--- config.mk ---
export PLATFORM = sky130hd
export DESIGN_NAME = sketch_update_ctrl
export DESIGN_NICKNAME = d
export VERILOG_FILES = /design/src/rtl/sketch_update_ctrl.sv
export SDC_FILE = /design/constraint.sdc
export NUM_CORES = 1
export LEC_CHECK = 0
export ABC_AREA = 1
export CELL_PAD_IN_SITES_DETAIL_PLACEMENT = 0
export CELL_PAD_IN_SITES_GLOBAL_PLACEMENT = 2
export CORE_MARGIN = 5
export CORE_UTILIZATION = 31
export DETAILED_ROUTE_END_ITERATION = 10
export GPL_TIMING_DRIVEN = 0
export PLACE_DENSITY = 0.85
export RECOVER_POWER = 100
export SYNTH_ARGS = -nofsm -noshare
export SYNTH_HDL_FRONTEND = slang
export SYNTH_SLANG_ARGS = --single-unit
--- constraint.sdc ---
create_clock -name clk -period 11.41 [get_ports clk]
set_input_delay 2.8525 -clock clk [delete_from_list [all_inputs] [get_ports clk]]
set_output_delay 2.8525 -clock clk [all_outputs]
set_load 0.005 [all_outputs]
--- src/rtl/sketch_update_ctrl.sv ---
// Count-min sketch update sequencer: per key, N_HASH read-modify-writes on a shared 1-cycle-latency RAM, then min estimate (2*N_HASH+1 cycles accept->est_valid).
// upd_ready only in IDLE with no clear pending; full clear sweep of N_HASH*SKETCH_DEPTH cycles. Optional macro SKETCH_EPOCH_EN adds periodic auto-clear.
module sketch_update_ctrl #(
    parameter int N_HASH       = 4,
    parameter int SKETCH_DEPTH = 256,
    parameter int KEY_WIDTH    = 32,
    parameter int CNT_WIDTH    = 16,
    parameter int EPOCH_CYCLES = 1000000,
    localparam int IW = $clog2(SKETCH_DEPTH),
    localparam int AW = $clog2(N_HASH * SKETCH_DEPTH)
) (
    input  logic                 clk,
    input  logic                 rst,
    input  logic                 upd_valid,
    output logic                 upd_ready,
    input  logic [KEY_WIDTH-1:0] upd_key,
    input  logic [CNT_WIDTH-1:0] upd_inc,
    input  logic                 clear_req,
    output logic [AW-1:0]        mem_addr,
    output logic                 mem_we,
    output logic [CNT_WIDTH-1:0] mem_wdata,
    input  logic [CNT_WIDTH-1:0] mem_rdata,
    output logic                 est_valid,
    output logic [CNT_WIDTH-1:0] est_count,
    output logic                 busy
);

    localparam int RW    = (N_HASH > 1) ? $clog2(N_HASH) : 1;
    localparam int NSL   = (KEY_WIDTH + IW - 1) / IW;
    localparam int TOTAL = N_HASH * SKETCH_DEPTH;

    typedef enum logic [2:0] {IDLE, READ, WRITE, DONE, CLEAR} state_t;

    state_t               state, state_nxt;
    logic [KEY_WIDTH-1:0] key_q;
    logic [CNT_WIDTH-1:0] inc_q;
    logic [CNT_WIDTH-1:0] min_q;
    logic [CNT_WIDTH-1:0] est_q;
    logic [RW-1:0]        row_q;
    logic [AW-1:0]        clr_addr_q;
    logic                 clr_pend_q;

    logic                 epoch_wrap;
    logic                 clr_now;
    logic                 last_row;
    logic                 clr_last;
    logic [AW-1:0]        row_addr [N_HASH];
    logic [AW-1:0]        cur_addr;
    logic [CNT_WIDTH:0]   sum_wide;
    logic [CNT_WIDTH-1:0] sum_sat;
    logic [CNT_WIDTH-1:0] min_nxt;

    // Each row has a fixed rotation, so every row's address is computed in parallel and muxed by row_q.
    for (genvar g = 0; g < N_HASH; g++) begin : g_row
        localparam int SH   = (7 * g) % KEY_WIDTH;
        localparam int BASE = g * SKETCH_DEPTH;

        logic [KEY_WIDTH-1:0] rot;
        logic [NSL*IW-1:0]    padded;
        logic [IW-1:0]        idx;

        always_comb begin
            rot = '0;
            for (int b = 0; b < KEY_WIDTH; b++) begin
                rot[(b + SH) % KEY_WIDTH] = key_q[b];
            end
            padded = (NSL*IW)'(rot);
            idx    = '0;
            for (int s = 0; s < NSL; s++) begin
                idx = idx ^ padded[s*IW +: IW];
            end
        end

        assign row_addr[g] = AW'(BASE) | AW'(idx);
    end

    always_comb begin
        cur_addr = '0;
        for (int i = 0; i < N_HASH; i++) begin
            if (row_q == RW'(i)) begin
                cur_addr = row_addr[i];
            end
        end
    end

    assign sum_wide = {1'b0, mem_rdata} + {1'b0, inc_q};
    assign sum_sat  = sum_wide[CNT_WIDTH] ? '1 : sum_wide[CNT_WIDTH-1:0];
    assign min_nxt  = (sum_sat < min_q) ? sum_sat : min_q;
    assign last_row = (row_q == RW'(N_HASH - 1));
    assign clr_last = (clr_addr_q == AW'(TOTAL - 1));

`ifdef SKETCH_EPOCH_EN
    localparam int EW = (EPOCH_CYCLES > 1) ? $clog2(EPOCH_CYCLES) : 1;

    logic [EW-1:0] epoch_q;

    assign epoch_wrap = (epoch_q == EW'(EPOCH_CYCLES - 1));

    // Free-running: keeps counting through CLEAR so the epoch period stays fixed.
    always_ff @(posedge clk) begin
        if (rst) begin
            epoch_q <= '0;
        end else if (epoch_wrap) begin
            epoch_q <= '0;
        end else begin
            epoch_q <= epoch_q + EW'(1);
        end
    end
`else
    assign epoch_wrap = 1'b0 && (EPOCH_CYCLES > 0);
`endif

    assign clr_now = clear_req | epoch_wrap;

    always_comb begin
        state_nxt = state;
        upd_ready = 1'b0;
        mem_addr  = '0;
        mem_we    = 1'b0;
        mem_wdata = '0;
        est_valid = 1'b0;
        busy      = 1'b0;
        if (!rst) begin
            busy = (state != IDLE);
            case (state)
                IDLE: begin
                    // A clear arriving alongside an update wins; the update must wait.
                    if (clr_pend_q || clr_now) begin
                        state_nxt = CLEAR;
                    end else begin
                        upd_ready = 1'b1;
                        if (upd_valid) begin
                            state_nxt = READ;
                        end
                    end
                end
                READ: begin
                    mem_addr  = cur_addr;
                    state_nxt = WRITE;
                end
                WRITE: begin
                    mem_addr  = cur_addr;
                    mem_we    = 1'b1;
                    mem_wdata = sum_sat;
                    state_nxt = last_row ? DONE : READ;
                end
                DONE: begin
                    est_valid = 1'b1;
                    state_nxt = IDLE;
                end
                CLEAR: begin
                    mem_addr  = clr_addr_q;
                    mem_we    = 1'b1;
                    if (clr_last) begin
                        state_nxt = IDLE;
                    end
                end
                default: state_nxt = IDLE;
            endcase
        end
    end

    assign est_count = (!rst && state == DONE) ? min_q : est_q;

    always_ff @(posedge clk) begin
        if (rst) begin
            state      <= IDLE;
            key_q      <= '0;
            inc_q      <= '0;
            min_q      <= '1;
            est_q      <= '0;
            row_q      <= '0;
            clr_addr_q <= '0;
            clr_pend_q <= 1'b0;
        end else begin
            state <= state_nxt;

            if (state == IDLE && state_nxt == CLEAR) begin
                clr_pend_q <= 1'b0;
                clr_addr_q <= '0;
            end else if (clr_now && (state == READ || state == WRITE || state == DONE)) begin
                clr_pend_q <= 1'b1;
            end

            if (state == IDLE && state_nxt == READ) begin
                key_q <= upd_key;
                inc_q <= upd_inc;
                row_q <= '0;
                min_q <= '1;
            end

            if (state == WRITE) begin
                min_q <= min_nxt;
                if (!last_row) begin
                    row_q <= row_q + RW'(1);
                end
            end

            if (state == DONE) begin
                est_q <= min_q;
            end

            if (state == CLEAR) begin
                clr_addr_q <= clr_addr_q + AW'(1);
            end
        end
    end

endmodule
==> results by group, run 1 <==
Run status
  • Outcome: finished, final reports clean

Hold path
  • Hold endpoint: clr_addr_q[3]$_SDFFE_PP0P_
  • Hold_sp: clr_addr_q[3]$_SDFFE_PP0P_
  • Min-Delay Path Class: reg2reg
  • Cell depth of the worst hold path: 2

Logic synthesis
  • #FFs+latches synth: 96
  • Share of the synthesized area in the top cell type: 32.3%
  • Synth cell types: 43
  • Ys async rst share: 0%
  • Mapped Area: 5940 um2
  • Avg Cell Area, Syn: 6.97 um2
  • Post-synth top area cell: dfxtp_1
  • Synth Instances: 853
  • Syn_nets: 958
  • Top post-synthesis cells by count: nor2_1, nand2_1, inv_1, dfxtp_1, o21ai_0
  • Synth warn: 0
  • Most common cell in the netlist: nor2_1
  • Prevailing post-synth register cell: dfxtp_1
  • Number of flops mapped to enable cells by yosys: 0
  • Largest cells by area after synthesis: dfxtp_1, nor2_1, nand2_1
  • Seq/Total Area, Yosys: 32.3%

Floorplan
  • Starting density of the core: 31.7%
  • Num ports: 114
  • Die ar.: 22000 um2
  • Die Span Y: 148 um
  • Std cell rows: 50
  • Core area: 18800 um2
  • Die W: 148 um

Worst setup path
  • R2r setup slk: 6.94 ns
  • WS Path Type: in2out
  • FF-to-FF End: min_q[11]$_SDFFE_PP1P_
  • Worst R2R Path Depth: 21
  • Worst Path Required: 8.56 ns
  • CP arrival: 6.08 ns
  • CP endpoint kind: primary output
  • CP Max Fanout: 4
  • CP startpoint kind: primary input
  • Reg-to-Reg Start: inc_q[0]$_SDFFE_PP0P_

Routing
  • DR pass1 iterations: 4
  • Drt drc: 0
  • DR iter-0 viols: 269
  • Wire per inst: 14.3 um
  • Antenna-violating nets left: 0
  • Via-to-Cell Ratio: 4.56
  • Final WL: 17400 um
  • Vias post-DR: 5541

Placed design
  • Placed cell area: 7370 um2
  • Pre-CTS setup slack: 2.80 ns
  • I/O Buffers: 113
  • Detail Placement HPWL: 13800 um
  • GPL Wtd Cong: 0.792

Timing
  • Max transition margin: 25.8%
  • Max Clk Rate: 112 MHz
  • RSZ-0062 raised after global routing: false
  • Max-slew violation count: 0
  • Final worst setup slack: 2.48 ns
  • Fin. Hold Viols: 0
  • TNS Setup: 0 ns
  • Final Cycle Share: 78.3%
  • Final Skew: 0.00887 ns
  • Final-report setup violation count: 0
  • Worst Max-Slew Pin Slew: 1.11 ns
  • Minimum clock period: 8.93 ns

Clocking
  • Post-CTS Setup Bufs: 0
  • Clk root buf: clkbuf_16
  • CTS Buf Count: 9
  • Clk buf depth: 2
  • CTS tree: done
  • Reg clk slew, reported paths: 0.08 ns
  • Clock sinks: 96
  • CTS H-tree lvls: 3
  • Clock Latency Late Sink: 0.36 ns
  • Post-CTS sizing: 0
  • Hold Buf Count CTS: 0

Pwr
  • Leakage power total: 3.50 nW
  • Peak VDD IR: 75.1 uV
  • Power Density: 124 nW/um2
  • Total power: 0.000935 W

Cells and area
  • Multi-input gate area: 3330 um2
  • Final nets: 1082
  • Final instance area: 7530 um2
  • Layout cell share with drive strength beyond 1: 4.99%
  • Number of diodes: 0
  • FILL cells: 2062
  • FF/Latch Area: 1920 um2
  • Layout area overhead: 26.8%

Job
  • Number of max-cap violations: 0

GRT
  • Global-route wire length before repair: 28300 um
  • Antenna violations before repair: 0
  • Largest net degree at the start of global routing: 20
  • Remaining global-route overflow: 0
  • GRT Util Overall: 16.0%
  • Vias in the first global route: 5453
## report_power, final
group	switching (W)	internal [W]
Combinational	0.000143	0.000103
Sequential	0.0000170	0.000357
Clock	0.000159	0.000156
Total	0.000319	0.000616
## cells in the final DEF, fill, tap and decap left out, types with 2 or more instances in the layout
master	synthesis	layout
inv_8	0	2
nand3_2	10	2
clkinv_4	0	2
o22ai_1	6	6
nor3_2	2	2
xnor2_1	22	22
buf_4	3	3
clkbuf_16	0	9
a211oi_1	3	3
a31oi_1	4	4
xor2_1	8	8
nand3_1	39	47
o21ai_0	68	69
o31ai_1	16	16
inv_2	5	4
a22o_1	2	2
o211ai_1	3	3
or2_2	4	4
dlygate4sd3_1	0	46
o21ai_1	25	24
nand3b_1	3	3
nor3_1	7	7
clkdlybuf4s50_1	0	67
nand2_1	126	130
nor2_1	139	140
clkbuf_1	22	33
dfxtp_1	96	96
nand4_1	6	6
inv_1	101	102
inv_6	0	2
nor2_2	2	2
a21oi_1	57	57
ha_1	36	36
nand2_4	12	10
a21oi_2	2	2
## layer usage
metal | global-route usage (%) | wire, um | part of all wire [%]
met1 | 23.4 | 9110 | 52
met2 | 24.3 | 7530 | 43
met3 | 2.07 | 577 | 3.3
met4 | 4.94 | 199 | 1.1
met5 | 0 | 0 | 0
## layout make-up
cell class	count	share of cell area, %
Multi-Input combinational cell	612	44.2
Sequential cell	96	25.5
Timing Repair Buffer	113	15.0
Inverter	107	5.33
Tap cell	234	3.89
Clock buffer	9	2.99
Buffer	38	2.11
Clock inverter	7	0.980
## metrics by stage
stage | hold slack (ns) | std cells | util [%]
2_1_floorplan | 0.437 | 853 | -
3_3_place_gp | 0.452 | 1200 | 39.3
6_report | 0.465 | 1216 | 40.1
4_1_cts | 0.467 | 1216 | 40.8
5_1_grt | 0.487 | 1216 | 40.1
3_5_place_dp | 0.453 | 1200 | 39.3
## cells by family after synthesis
family / synth area share (%)
simple gates: 27.7
xor+xnor: 4.42
flops: 32.3
buf+inv: 10.4
compound gates: 17.2
fa+ha+maj: 7.92
## registers in the layout (all words and copies together) (netlist names)
name	flops
est_q	16
clr_addr_q	10
g_row.padded	32
state	3
row_q	2
min_q	16
clr_pend_q	1
inc_q	16
## worst max path at each step
stage,depth (start not counted),from,endpoint
final,16,mem_rdata[0],mem_wdata[14]
after global routing,17,mem_rdata[0],mem_wdata[12]
after CTS,16,mem_rdata[0],mem_wdata[14]
after detailed placement,16,mem_rdata[0],mem_wdata[14]
after global placement,16,mem_rdata[0],mem_wdata[14]
after floorplan,14,mem_rdata[0],mem_wdata[14]
## worst max-delay path: stages
cell and delay, ns:
dlygate4sd3_1 0.56, ha_1 0.24, fa_1 0.38, nand2_1 0.10, nand2_1 0.07, nand3_1 0.09
nand2_1 0.12, nand3_1 0.09, nand3_1 0.14, a31oi_1 0.20, nor2_1 0.06, nor3_1 0.37
inv_1 0.12, nand2_1 0.08, inv_1 0.04, dlygate4sd3_1 0.57
Power figures use the tool's default switching activity.
==> run 2, diff against run 1 <==
CORE_UTILIZATION = 26   (was 31)
PLACE_DENSITY = 0.75   (was 0.85)
clock period = 7.7 ns   (was 11.41 ns; I/O delays follow)
==> run 2 against run 1 <==
Combinational power increased by 51%. Global-route usage down 2.1 points. Largest power group unchanged. Highest routed layer unchanged. Clock skew increased by 0.0057 ns. Clock power grew 55%.
==> results by group, run 2 (synthesis results as in run 1) <==
Floorplan
  • Num ports: 114 (unchanged)
  • Starting density of the core: 26.3% (-5.3 points)
  • Die Span Y: 161 um (+8.6%)
  • Std cell rows: 55 (+10%)
  • Core area: 22600 um2 (+20%)
  • Die W: 161 um (+8.6%)
  • Die ar.: 26000 um2 (+18%)

Worst setup path
  • Reg-to-Reg Start: inc_q[0]$_SDFFE_PP0P_
  • Worst Path Required: 5.78 ns (-2.78 ns)
  • R2r setup slk: 3.11 ns (-3.83 ns)
  • Crit-path slowest cell: dlygate4sd3_1
  • CP startpoint kind: primary input
  • WP buf/inv: 4 (unchanged)
  • WS Path Type: in2out
  • CP Cell Sequence: dlygate4sd3_1 > ha_1 > fa_1 > nand2_1 > nand2_1 > nand3_1 > nand2_1 > nand3_1 > nand3_1 > a31oi_1 > nor2_1 > nor3_1 > inv_1 > nand2_1 > inv_1 > dlygate4sd3_1
  • Crit path capture: mem_wdata[14]
  • Crit path from: mem_rdata[0]
  • CP arrival: 5.20 ns (-0.88 ns)
  • CP endpoint kind: primary output
  • Worst R2R Path Depth: 21 (unchanged)
  • CP peak stage delay: 0.57 ns (about the same)
  • CP Max Fanout: 4 (unchanged)
  • CP Depth: 16 (unchanged)
  • Top delay family on crit path: buffers and inverters
  • Top cell by count, worst path: nand2_1
  • FF-to-FF End: min_q[9]$_SDFFE_PP1P_

Cells and area
  • Leading cell type in the layout, fill and taps excluded: nor2_1
  • Most frequent cells in the layout: nor2_1, nand2_1, inv_1
  • Final nets: 1082 (unchanged)
  • Number of diodes: 0 (unchanged)
  • FILL cells: 2486 (+21%)
  • Layout cell share with drive strength beyond 1: 4.89% (-0.10 points)
  • Max reg flops: 32 (unchanged)
  • Layout area overhead: 28.0%

Routing
  • Drt drc: 0 (unchanged)
  • Final WL: 18400 um (+5.4%)
  • Vias post-DR: 5610 (+1.2%)
  • Antenna-violating nets left: 0 (unchanged)
  • Via-to-Cell Ratio: 4.43 (-2.8%)
  • DR iter-0 viols: 266 (-1.1%)
  • DR pass1 iterations: 7 (+3)
  • Wire per inst: 14.5 um (+1.1%)

GRT
  • Remaining global-route overflow: 0 (unchanged)
  • Largest net degree at the start of global routing: 18 (-10%)
  • Antenna violations before repair: 0 (unchanged)
  • Vias in the first global route: 5581 (+2.3%)
  • Global-route wire length before repair: 29300 um (+3.3%)
  • GRT Util Overall: 13.9% (-2.1 points)

Timing
  • Worst Max-Slew Pin Slew: 1.15 ns (+0.0375 ns)
  • Final Cycle Share: 92.5%
  • Max Clk Rate: 140 MHz
  • TNS Setup: 0 ns (unchanged)
  • Final-report setup violation count: 0 (unchanged)
  • Hold slack: 0.464 ns (-0.000977 ns)
  • Minimum clock period: 7.12 ns
  • Final Skew: 0.0145 ns (+0.00568 ns)
  • Max-slew violation count: 0 (unchanged)
  • RSZ-0062 raised after global routing: false
  • Fin. Hold Viols: 0 (unchanged)
  • Max transition margin: 23.3% (-2.5 points)
  • Final worst setup slack: 0.579 ns (-1.90 ns)

Placed design
  • GPL Wtd Cong: 0.843 (+6.5%)
  • Detail Placement HPWL: 14700 um (+6.2%)
  • Pre-CTS setup slack: 0.909 ns (-1.89 ns)
  • I/O Buffers: 113 (unchanged)

Clocking
  • Post-CTS sizing: 0 (unchanged)
  • Clk root buf: clkbuf_16
  • CTS tree: done
  • Hold Buf Count CTS: 0 (unchanged)
  • Clk buf depth: 2 (unchanged)
  • Clock sinks: 96 (unchanged)
  • CTS H-tree lvls: 3 (unchanged)
  • Reg clk slew, reported paths: 0.08 ns (about the same)
  • CTS Buf Count: 9 (unchanged)
  • Post-CTS Setup Bufs: 0 (unchanged)
  • Clock Latency Late Sink: 0.36 ns (about the same)

Pwr
  • Total power: 0.00141 W (+51%)
  • Leakage power total: 3.49 nW (-0.21%)
  • Peak VDD IR: 101 uV (+35%)
  • Power Density: 186 nW/um2 (+50%)

Hold path
  • Min-Delay Path Class: reg2reg

Job
  • Number of max-cap violations: 0 (unchanged)

Run status
  • Outcome: finished, final reports clean
run 2: worst min-delay path by stage:
stage | from | end | slack (ns) | cells past startpoint
floorplan | clr_pend_q$_SDFFE_PP0P_ | clr_pend_q$_SDFFE_PP0P_ | 0.44 | 2
global placement | clr_addr_q[4]$_SDFFE_PP0P_ | clr_addr_q[4]$_SDFFE_PP0P_ | 0.45 | 2
detailed placement | clr_addr_q[3]$_SDFFE_PP0P_ | clr_addr_q[3]$_SDFFE_PP0P_ | 0.45 | 2
CTS | clr_addr_q[4]$_SDFFE_PP0P_ | clr_addr_q[4]$_SDFFE_PP0P_ | 0.47 | 2
global route | clr_addr_q[4]$_SDFFE_PP0P_ | clr_addr_q[4]$_SDFFE_PP0P_ | 0.48 | 2
finish | clr_addr_q[4]$_SDFFE_PP0P_ | clr_addr_q[4]$_SDFFE_PP0P_ | 0.46 | 2
run 2: worst register-to-register path: stages (launching register included):
cell and delay, ns:
dfxtp_1 0.31, ha_1 0.21, fa_1 0.38, nand2_1 0.10, nand2_1 0.07, nand3_1 0.08
nand2_1 0.15, nand3_1 0.11, nand3_1 0.12, a31oi_1 0.19, nor2_1 0.06, nor3_1 0.36
inv_1 0.14, ha_1 0.32, nand2_1 0.07, o21ai_0 0.10, nor3_2 0.16, nand2_1 0.23
nand2_1 0.31, clkbuf_1 0.89, nand2_4 0.05, nand3_1 0.10
run 2: final cells by class:
class,count,area (um2),share of cell area (%)
multi-input combinational,612,3320,43.7
sequential,96,1920,25.3
timing repair buffer,113,1130,14.9
inverter,107,402,5.28
tap,285,357,4.69
clock buffer,10,239,3.14
buffer,38,159,2.09
clock inverter,6,73.8,0.971
run 2: metal layers:
layer | wire length [um] | GRT usage [%]
met5 | 0 | 0
met1 | 9390 | 19.2
met2 | 8100 | 22.3
met4 | 293 | 3.99
met3 | 573 | 2.48
run 2: stage by stage:
stage / instances / area [um2] / utilization [%]
after floorplan: 853 / 5940 / -
after global placement: 1251 / 7430 / 32.9
after detailed placement: 1251 / 7430 / 32.9
after CTS: 1267 / 7740 / 34.3
after global routing: 1267 / 7610 / 33.7
final: 1267 / 7610 / 33.7
run 2: power breakdown:
part	internal, W	switching [W]	total [W]
Sequential	0.000529	0.0000250	0.000554
Combinational	0.000153	0.000218	0.000372
Clock	0.000266	0.000220	0.000486
